--- src/rtl/mem_port_arbiter.sv ---
// Single-port memory arbiter: p processor requesters plus one control-unit
// status-write port share one synchronous memory. The control unit always
// wins; processors are served round-robin. Each access takes three cycles:
// select (s_Idle), drive the memory (s_Access), complete (s_Respond).
module mem_port_arbiter #(
   parameter int p               = 4,
   parameter int data_width      = 32,
   parameter int memory_size_log = 10
) (
   input  logic                           i_Clock,
   input  logic                           i_Reset,
   input  logic [p-1:0]                   i_Req,
   input  logic [p-1:0]                   i_Write,
   input  logic [p*memory_size_log-1:0]   i_Addr,
   input  logic [p*data_width-1:0]        i_Write_Data,
   input  logic                           i_CU_Req,
   input  logic [memory_size_log-1:0]     i_CU_Addr,
   input  logic [data_width-1:0]          i_CU_Write_Data,
   input  logic [data_width-1:0]          i_Mem_Read_Data,
   output logic [memory_size_log-1:0]     o_Mem_Addr,
   output logic [data_width-1:0]          o_Mem_Write_Data,
   output logic                           o_Mem_Write_Enable,
   output logic [p:0]                     o_Grant,
   output logic [p:0]                     o_Ack,
   output logic [data_width-1:0]          o_Read_Data
);

   // Pointer/winner width; at least one bit so p = 1 still elaborates.
   localparam int PW = (p > 1) ? $clog2(p) : 1;

   typedef enum logic [1:0] {
      s_Idle    = 2'd0,
      s_Access  = 2'd1,
      s_Respond = 2'd2
   } t_State;

   t_State                       r_State;
   logic [PW-1:0]                r_Pointer;
   logic [PW-1:0]                r_Winner;
   logic                         r_Win_Cu;
   logic                         r_Win_Write;
   logic [p:0]                   r_Grant;
   logic [p:0]                   r_Ack;
   logic [memory_size_log-1:0]   r_Mem_Addr;
   logic [data_width-1:0]        r_Mem_Write_Data;
   logic                         r_Mem_Write_Enable;
   logic [data_width-1:0]        r_Read_Data;

   logic                         w_Found;
   logic [PW-1:0]                w_Sel;
   logic [memory_size_log-1:0]   w_Sel_Addr;
   logic [data_width-1:0]        w_Sel_Data;
   logic                         w_Sel_Write;
   logic [PW-1:0]                w_Next_Pointer;

   // Round-robin scan r_Pointer, r_Pointer+1, ... (mod p); the loop runs
   // backwards so the last hit written is the first one in scan order.
   always_comb begin : rr_select
      logic [PW:0] v_idx;
      v_idx   = '0;
      w_Found = 1'b0;
      w_Sel   = '0;
      for (int i = p - 1; i >= 0; i--) begin
         v_idx = {1'b0, r_Pointer} + (PW+1)'(i);
         if (v_idx >= (PW+1)'(p)) begin
            v_idx = v_idx - (PW+1)'(p);
         end
         if (i_Req[v_idx[PW-1:0]]) begin
            w_Found = 1'b1;
            w_Sel   = v_idx[PW-1:0];
         end
      end
   end

   assign w_Sel_Addr  = i_Addr[w_Sel*memory_size_log +: memory_size_log];
   assign w_Sel_Data  = i_Write_Data[w_Sel*data_width +: data_width];
   assign w_Sel_Write = i_Write[w_Sel];

   // Explicit wrap so a non-power-of-two p never lands on an unused index.
   assign w_Next_Pointer = (r_Winner == PW'(p - 1)) ? '0 : r_Winner + PW'(1);

   // Arbitration FSM; every output is a register updated here.
   always_ff @(posedge i_Clock or posedge i_Reset) begin
      if (i_Reset) begin
         r_State            <= s_Idle;
         r_Pointer          <= '0;
         r_Winner           <= '0;
         r_Win_Cu           <= 1'b0;
         r_Win_Write        <= 1'b0;
         r_Grant            <= '0;
         r_Ack              <= '0;
         r_Mem_Addr         <= '0;
         r_Mem_Write_Data   <= '0;
         r_Mem_Write_Enable <= 1'b0;
         r_Read_Data        <= '0;
      end else begin
         // Ack and write enable are single-cycle pulses unless re-armed below.
         r_Ack              <= '0;
         r_Mem_Write_Enable <= 1'b0;
         case (r_State)
            s_Idle: begin
               if (i_CU_Req) begin
                  r_Win_Cu           <= 1'b1;
                  r_Win_Write        <= 1'b1;
                  r_Grant            <= {1'b1, {p{1'b0}}};
                  r_Mem_Addr         <= i_CU_Addr;
                  r_Mem_Write_Data   <= i_CU_Write_Data;
                  r_Mem_Write_Enable <= 1'b1;
                  r_State            <= s_Access;
               end else if (w_Found) begin
                  r_Win_Cu           <= 1'b0;
                  r_Winner           <= w_Sel;
                  r_Win_Write        <= w_Sel_Write;
                  r_Grant            <= (p+1)'(1) << w_Sel;
                  r_Mem_Addr         <= w_Sel_Addr;
                  r_Mem_Write_Data   <= w_Sel_Data;
                  r_Mem_Write_Enable <= w_Sel_Write;
                  r_State            <= s_Access;
               end
            end
            s_Access: begin
               // Memory sees the address this cycle; read data follows next cycle.
               r_State <= s_Respond;
            end
            s_Respond: begin
               r_Grant <= '0;
               if (r_Win_Cu) begin
                  r_Ack <= {1'b1, {p{1'b0}}};
               end else begin
                  r_Ack     <= (p+1)'(1) << r_Winner;
                  r_Pointer <= w_Next_Pointer;
               end
               // Captured together with the ack so the data is qualified by it.
               if (!r_Win_Write) begin
                  r_Read_Data <= i_Mem_Read_Data;
               end
               r_State <= s_Idle;
            end
            default: begin
               r_State <= s_Idle;
            end
         endcase
      end
   end

   assign o_Mem_Addr         = r_Mem_Addr;
   assign o_Mem_Write_Data   = r_Mem_Write_Data;
   assign o_Mem_Write_Enable = r_Mem_Write_Enable;
   assign o_Grant            = r_Grant;
   assign o_Ack              = r_Ack;
   assign o_Read_Data        = r_Read_Data;

endmodule
--- config.mk ---
export PLATFORM = sky130hd
export DESIGN_NAME = mem_port_arbiter
export DESIGN_NICKNAME = d
export VERILOG_FILES = /design/src/rtl/mem_port_arbiter.sv
export SDC_FILE = /design/constraint.sdc
export NUM_CORES = 1
export LEC_CHECK = 0
export BUFFER_PORTS_ARGS = -buffer_cell sky130_fd_sc_hd__buf_2
export CAP_MARGIN = 20
export CORE_AREA = 3 3 130 132
export CTS_CLUSTER_SIZE = 10
export DETAILED_ROUTE_END_ITERATION = 16
export DIE_AREA = 0 0 133 135
export GPL_TIMING_DRIVEN = 0
export PLACE_DENSITY_LB_ADDON = 0.1
export REMOVE_ABC_BUFFERS = 1
export SLEW_MARGIN = 20
export SYNTH_ARGS = -nofsm -noshare
export SYNTH_HDL_FRONTEND = slang
export SYNTH_SLANG_ARGS = --single-unit
--- constraint.sdc ---
create_clock -name i_Clock -period 3.7 [get_ports i_Clock]
set_clock_uncertainty 0.15 [all_clocks]
set_input_delay 0.925 -clock i_Clock [delete_from_list [all_inputs] [get_ports i_Clock]]
set_output_delay 0.925 -clock i_Clock [all_outputs]
set_load 0.02 [all_outputs]
* Yosys cells after proc, flatten, opt, wreduce, memory -nomap -nowiden
Index checks and enable logic that the tools add are counted.
** Storage, ports and cells
- Register bits :: 93
- Bits of input ports :: 253
- Output and inout bits :: 85
- Logic and storage cells :: 90
** Operators by class
- Add/sub/neg operators :: 8
- $mul :: 1
- $lt $le $gt $ge :: 9
- Eq/ne operators :: 4
- Shift operators :: 4
- Muxes and demuxes :: 42
- Bitwise operators :: 3
- Reduce and logical (&&, ||, !) cells :: 8
** Operators with widths (count)
- $shiftx 128x8->32 :: 1
- $mux 32 :: 2
- $shiftx 40x7->10 :: 1
- $mux 2 :: 11
- $mux 10 :: 2
- $mux 5 :: 4
- $mux 1 :: 16
- $lt 2x3->1 const B :: 5
- $bmux 1 s2 :: 5
- $pmux 5 s2 :: 1
- $shl 1x2->5 const A :: 2
- $ge 3x3->1 const B :: 3
- $reduce_and 2->1 :: 4
- $sub 2x1->2 const B :: 4
- $add 2x2->3 const B :: 2
- $mul 2x3->5 const B :: 1
- $eq 2x2->1 const B :: 2
- $pmux 2 s2 :: 1
- $reduce_bool 2->1 :: 2
- $add 2x1->3 const B :: 1
- $ge 2x3->1 const B :: 1
- $ne 3x3->1 const B :: 1
- $not 1->1 :: 3
- $reduce_and 3->1 :: 1
- 3 further kinds :: 3

* Logic depth before layout (Yosys ltp)
Gate-level depths: netlist of the first run.
- Depth after elaboration :: 14
- Depth in mapped cells :: 8

* Least setup slack after synthesis of the first run
No wires, ideal clock.
- Path kind :: input port to flip-flop
- From :: input port i_Req[2]
- To :: register r_Mem_Addr[5] (netlist: o_Mem_Addr[5])
- Library setup time :: 121 ps
- Arrival time :: 2249 ps
- Path slack :: 1180 ps
- Cell stages on the path :: 8
- Path buffers :: 2
- Cell sequence :: or2b_1 > o21ai_1 > a211o_1 > buf_6 > buf_6 > a311oi_1 > o21ai_1 > a22o_1
** Between the ends
- Word-level cells in the longest chain between the ends :: 10
- Elaborated cells between the ends (all ways) :: 22
** Ends and longest elaborated chain
- start: declaration :: RTL line 12 : input logic [p-1:0] i_Req,
- $bmux 1 s2 :: RTL line 68 : if (i_Req[v_idx[PW-1:0]]) begin
- $mux 1 (not written as such) :: RTL line 68
- $mux 2 (4 in a row) :: RTL line 68
- $mul 2x3->5 :: RTL line 75 : assign w_Sel_Addr = i_Addr[w_Sel*memory_size_log +: memory_size_log];
- $shiftx 40x7->10 :: RTL line 75
- $mux 10 :: RTL line 110 : end else if (w_Found) begin
- $mux 10 :: RTL line 102 : if (i_CU_Req) begin
- end signal: assignment :: RTL line 106 : r_Mem_Addr <= i_CU_Addr;
- end signal: assignment :: RTL line 115 : r_Mem_Addr <= w_Sel_Addr;
- end: declaration :: RTL line 44 : logic [memory_size_log-1:0] r_Mem_Addr;
Parallel ways exist; a longest one is shown, timed or not. The select of a mux whose other input is x is not followed.
A chain may end at the register's enable or synchronous reset.

* Final worst setup path of the first run
- From :: input port i_CU_Req
- To :: register r_Mem_Write_Data[25] (netlist: o_Mem_Write_Data[25])
** Between the ends
- Word-level cells in the longest chain between the ends :: 2
- Elaborated cells between the ends (all ways) :: 3
** Ends and longest elaborated chain
- start: declaration :: RTL line 16 : input logic i_CU_Req,
- $reduce_bool 2->1 (no line)
- $reduce_and 2->1 (no line)
- end signal: assignment :: RTL line 107 : r_Mem_Write_Data <= i_CU_Write_Data;
- end signal: assignment :: RTL line 116 : r_Mem_Write_Data <= w_Sel_Data;
- end: declaration :: RTL line 45 : logic [data_width-1:0] r_Mem_Write_Data;
Parallel ways exist; a longest one is shown, timed or not.

==> results of run 1 <==
cell usage after synthesis (all sizes together), types with 2 or more instances:
| cell | number |
|---|---|
| inv | 12 |
| dfrtp | 93 |
| o21ai | 49 |
| ha | 4 |
| o31ai | 3 |
| nand2b | 5 |
| a311oi | 3 |
| mux2 | 71 |
| nor3b | 3 |
| a21oi | 47 |
| nand2 | 54 |
| nor2 | 9 |
| a221oi | 39 |
| a22o | 4 |
| buf | 11 |
| mux2i | 4 |
| clkbuf | 29 |
| and2 | 4 |
| nand3b | 39 |
| o22ai | 2 |
state kept, by name, indices dropped and copies added (netlist names), 2 cells and up:
name and flops:
o_Ack 5, o_Grant 5, o_Mem_Addr 10, o_Mem_Write_Data 32, o_Read_Data 32, r_Pointer 2, r_State 2, r_Winner 2
stage by stage:
step                total power [mW]  setup slack [ns]  cell area, sq um  TNS [ns]
floorplan                       3.60             0.205              4890         0
global placement                4.70             -1.83              6850   -173.96
detailed placement              4.90             0.385              7080         0
CTS                             5.85             0.749              7370         0
global route                    6.17             0.566              7370         0
finish                          5.78             0.805              7370         0
per-layer routing:
layer | part of all wire [%] | global-route usage, % | up-vias | wire length, microns
li1 | - | - | 2468 | -
met1 | 39 | 23.7 | 2512 | 7290
met2 | 53 | 36.5 | 225 | 9950
met3 | 7.2 | 5.14 | 23 | 1360
met4 | 1.6 | 6.81 | 0 | 302
met5 | 0 | 0 | - | 0
cells by family (layout without fill, tap and decap cells):
family	count (synthesis)	count (layout)	synth area share, %
buffers and inverters	52	371	4.34
and+or+nand+nor	118	118	12.5
AOI/OAI and AO/OA	155	155	19.6
adders and majority gates	4	4	0.987
other	0	1	0
muxes	75	75	16.6
DFF	93	93	45.9
power by group:
part	total, mW	internal (mW)	switching [mW]
clock network	0.920	0.519	0.401
registers	1.78	1.51	0.271
logic	3.08	1.20	1.88
total	5.78	3.23	2.55
final timing paths:
kind                                              from  slack (ns)                          endpoint  cells after the start
worst max-delay path                          i_CU_Req        0.80  o_Mem_Write_Data[25]$_DFFE_PP0P_                      5
worst min-delay path            o_Grant[1]$_DFFE_PP0P_        0.33            o_Grant[1]$_DFFE_PP0P_                      2
worst max register to register  r_State[1]$_DFFE_PP0P_        0.83  o_Mem_Write_Data[17]$_DFFE_PP0P_                      6
worst min register to register  o_Grant[1]$_DFFE_PP0P_        0.33            o_Grant[1]$_DFFE_PP0P_                      2
max in group asynchronous                      i_Reset        2.37  o_Mem_Write_Data[25]$_DFFE_PP0P_                      3
min in group asynchronous                      i_Reset        0.42                o_Ack[3]$_DFF_PP0_                      2
final cells by class:
cell class | instances | share of cell area (%)
diodes | 1 | 0.0339
clock buffers | 9 | 3.05
clock inverters | 6 | 0.882
inverters | 12 | 0.679
multi-input cells | 352 | 34.7
flip-flops and latches | 93 | 31.6
well taps | 216 | 3.66
repair buffers | 344 | 25.4
layout by cell type (no fill, tap or decap), types with 4 or more instances in the layout:
| cell | count |
|---|---|
| buf_2 | 337 |
| and2_1 | 4 |
| nor2_1 | 7 |
| dfrtp_1 | 93 |
| clkinvlp_4 | 4 |
| nand3b_1 | 39 |
| clkbuf_16 | 9 |
| inv_1 | 10 |
| a22o_1 | 4 |
| mux2i_1 | 4 |
| a221oi_1 | 39 |
| o21ai_0 | 44 |
| nand2_1 | 54 |
| a21oi_1 | 47 |
| mux2_2 | 71 |
| nand2b_1 | 4 |
| buf_16 | 6 |
| ha_1 | 4 |
| o21ai_1 | 5 |
worst register-to-register path, stage by stage, from the launching register on:
cell	delay [ns]
dfrtp_1	0.44
nor2_4	0.50
nand2_1	0.25
or2_2	0.56
buf_16	0.25
a221oi_1	0.45
a21oi_1	0.12
==> flow_summary.ini, run 1 <==
[critical_path]
worstPathCellList = buf_2, o21ai_1, inv_2, o21ai_0, a21oi_1
cp_data_required_time_ns = 3.81
crit_path_max_incr_delay_ns = 0.73
path_class = in2reg
worstPathArrival_ns = 3.00
critPathLaunchType = input port
cp_top_family = buffers and inverters
timing.critical_path.slowest_stage_cell = buf_2
cp-end-kind = flip-flop
cp_num_buf_inv = 2
path_max_fanout = 50

[sta]
slew_headroom_pct = 34.5
hold_viol_final = 0
rsz0062_at_grt = no
post-route-min-period_ns = 2.90
fmax_ghz = 0.345
whs_ns = 0.325
min_period_over_period_pct = 78.2
slew_violations = 0
setup-violations-final = 0
tightest_slew_ns = 0.983

[logic_synthesis]
synth_ff_type = dfrtp_1
yosysWarnings = 0
syn_inst = 497
synth.top_cells.by_area = dfrtp_1 46%, mux2_2 16%, a221oi_1 6.7%, nand3b_1 5.8%, a21oi_1 4.6%
synth_edf_count = 0
yosysUniqueCellTypes = 36
synth_top_area_share_pct = 45.9
synthArstFlopShare_pct = 100
ys_ff_latch = 93
syn_area_sq_um = 5070
yosys.area.top_type = dfrtp_1
avgSynthCellArea_sq_um = 10.2
ys_seq_area_share_pct = 45.9

[floorplanning]
core_area_sq_um = 15800
die-area_sq_um = 18000
rows = 46
start_util_pct = 32.0
die_h_microns = 135
io_pins = 338
die_x_microns = 133

[detailed_routing]
drc_errors = 0
vias = 5228
routed_wirelength_mm = 18.9
avgRoutedWirePerCell_microns = 18.3
drt_iter0_drc = 270
firstDrtPassIters = 5
drt-vias-per-instance = 5.06
antenna_left = 0

[cells_and_area]
area_delta_synth_final_pct = 45.5
finalNonFillerCells = 1033
regArea_sq_um = 2330
drive_above_1_share_pct = 53.9
utilization_pct = 46.6
finalNetCount = 1069
n_fill_cell = 1579
multi_input_comb_area_sq_um = 2560

[cts]
cts_root_buffer = clkbuf_16
cts_resized = 0
clockBufferDepth = 2
cts_buffers = 9
cts.clk_slew.worst_paths_ns = 0.06
cts_tree = done
clkLatencyLatePin_ns = 0.34
postCtsSetupBuffers = 0
cts_sinks = 93
cts_hold_buf = 0
cts.htree.levels = 3

[placement]
numPlacedInstances = 1017
hpwl_mm = 14.8
gp_congestion = 0.812
portBuffers = 337

[grt]
grt_antenna_before_repair = 1
grt_max_degree = 56
track_usage_pct = 20.3
grt_overflow_total = 0
grt_pass1_vias = 5481
grt_pass1_wl_mm = 28.9

[pwr]
peakVddDrop_mv = 0.418
p_leak_nw = 3.54
power.density_nw_per_um2 = 783

[flow_run]
maxCapViolCount = 0

[worst_hold_path]
hp-class = reg2reg

[run_status]
status = finished, final reports clean
Power figures use the tool's default switching activity.
==> run 2, diff against run 1 <==
--- a/config.mk
+++ b/config.mk
@@ -7,10 +7,10 @@
 export LEC_CHECK = 0
 export BUFFER_PORTS_ARGS = -buffer_cell sky130_fd_sc_hd__buf_2
 export CAP_MARGIN = 20
-export CORE_AREA = 3 3 130 132
+export CORE_AREA = 3 3 131 133
 export CTS_CLUSTER_SIZE = 10
 export DETAILED_ROUTE_END_ITERATION = 16
-export DIE_AREA = 0 0 133 135
+export DIE_AREA = 0 0 134 136
 export GPL_TIMING_DRIVEN = 0
 export PLACE_DENSITY_LB_ADDON = 0.1
 export REMOVE_ABC_BUFFERS = 1
==> constraint.sdc (replaced) <==
create_clock -name i_Clock -period 2.6 [get_ports i_Clock]
set_clock_uncertainty 0.15 [all_clocks]
set_input_delay 0.65 -clock i_Clock [delete_from_list [all_inputs] [get_ports i_Clock]]
set_output_delay 0.65 -clock i_Clock [all_outputs]
set_load 0.02 [all_outputs]
==> flow_summary.ini, run 2 (synthesized netlist as in run 1, its figures left out) <==
[run_status]
status = finished, final reports clean

[sta]
min_period_over_period_pct = 92.5
post-route-min-period_ns = 2.41
slew_headroom_pct = 37.8
fmax_ghz = 0.416
rsz0062_at_grt = no
setup-violations-final = 0
slew_violations = 0
hold_viol_final = 0
whs_ns = 0.157
tightest_slew_ns = 0.934

[critical_path]
critPathLaunchType = flip-flop
crit_path_start = r_State[1]$_DFFE_PP0P_
worstPathArrival_ns = 2.47
rrSetupSlack_ns = 0.19
rr_worst_depth = 7
cp_data_required_time_ns = 2.66
path_class = reg2reg
regToRegEndpoint = o_Mem_Write_Data[2]$_DFFE_PP0P_
path_max_fanout = 25
crit_end = o_Mem_Write_Data[2]$_DFFE_PP0P_
cp-end-kind = flip-flop
reg2reg_from = r_State[1]$_DFFE_PP0P_

[floorplanning]
core_area_sq_um = 15900
die_x_microns = 134
start_util_pct = 31.8
die_h_microns = 136
rows = 46
io_pins = 338
die-area_sq_um = 18200

[placement]
hpwl_mm = 14.9
postPlaceCellArea_sq_um = 7110
portBuffers = 337
numPlacedInstances = 1018
gp_congestion = 0.841

[detailed_routing]
routed_wirelength_mm = 19.4
avgRoutedWirePerCell_microns = 18.7
firstDrtPassIters = 4
antenna_left = 0
drt-vias-per-instance = 5.08
vias = 5259
drc_errors = 0
drt_iter0_drc = 180

[cells_and_area]
antenna_cells = 0
layout_common_cells = 336 x buf_2, 93 x dfrtp_1, 71 x mux2_2
mostFrequentLayoutCell = buf_2
area_delta_synth_final_pct = 46.4
final_area_sq_um = 7420
finalNetCount = 1071
finalNonFillerCells = 1035
drive_above_1_share_pct = 54.1

[grt]
grt_max_degree = 52
grt_antenna_before_repair = 2
grt_pass1_wl_mm = 29.1
track_usage_pct = 20.5
grt_overflow_total = 0
grt_pass1_vias = 5527

[cts]
cts_buffers = 9
cts_sinks = 93
cts.htree.levels = 3
cts_root_buffer = clkbuf_16
cts_tree = done
clockBufferDepth = 2
cts.clk_slew.worst_paths_ns = 0.07
clkLatencyLatePin_ns = 0.35

[worst_hold_path]
hp-class = in2async

[pwr]
peakVddDrop_mv = 0.359
power.density_nw_per_um2 = 1120
p_leak_nw = 3.57

[flow_run]
maxCapViolCount = 0
run 2: changes by cell type in the layout (fill, tap and decap cells not counted), moves of 2 or more:
| cell | before | now |
|---|---|---|
| buf_4 | 0 | 2 |
| clkinv_4 | 0 | 2 |
| clkinvlp_4 | 4 | 1 |
| inv_6 | 1 | 3 |
run 2: stage by stage:
| step | total power [mW] | setup slack (ns) | util [%] | TNS [ns] |
|---|---|---|---|---|
| floorplan | 5.13 | -0.704 | - | -88.85 |
| global placement | 6.73 | -2.99 | 43.0 | -343.08 |
| detailed placement | 7.05 | -0.526 | 44.6 | -19.48 |
| CTS | 8.40 | 0.152 | 46.5 | 0 |
| global route | 8.84 | 0.0116 | 46.5 | 0 |
| finish | 8.32 | 0.195 | 46.5 | 0 |
run 2: worst min-delay path by stage:
stage	endpoint	slack, ns	cells past startpoint
after floorplan	r_Win_Write$_DFFE_PP0P_	0.30	2
after global placement	o_Grant[1]$_DFFE_PP0P_	0.31	2
after detailed placement	o_Grant[1]$_DFFE_PP0P_	0.32	2
after CTS	o_Read_Data[15]$_DFFE_PP0P_	0.17	2
after global routing	o_Read_Data[15]$_DFFE_PP0P_	0.20	2
final	o_Read_Data[15]$_DFFE_PP0P_	0.16	2
run 2: timing repair:
item                       in CTS  in global routing
setup buffers                   1                  0
resized for setup               1                  1
hold buffers                    0                  0
setup endpoints to repair      39                  1
pin swaps                       1                  0
run 2: worst max-delay path: stages (launching register included):
cell and delay, ns:
dfrtp_1 0.44, nor2_4 0.16, buf_16 0.18, nand2_1 0.14, or2_2 0.52, buf_16 0.25, a221oi_1 0.30, a21oi_1 0.11
run 2: area by class of cell:
type | count | area [sq um]
Clock buffer | 10 | 239
Sequential cell | 93 | 2330
Clock inverter | 6 | 53.8
Multi-Input combinational cell | 352 | 2570
Inverter | 12 | 50.0
Tap cell | 216 | 270
Timing Repair Buffer | 346 | 1910
Fill cell | 1583 | 8520
run 2: power breakdown:
group          internal (mW)  leakage, nW  switching (mW)
Sequential              2.14         1.10           0.369
Clock                  0.692        0.142           0.614
Combinational           1.77         2.33            2.74
Total                   4.60         3.57            3.72
run 2: routing by layer:
layer	up-vias	wire length, microns	track usage [%]
met5	-	21	0
met4	4	805	10.1
met3	51	1330	4.63
li1	2476	-	-
met1	2498	7180	23.0
met2	230	10000	36.7
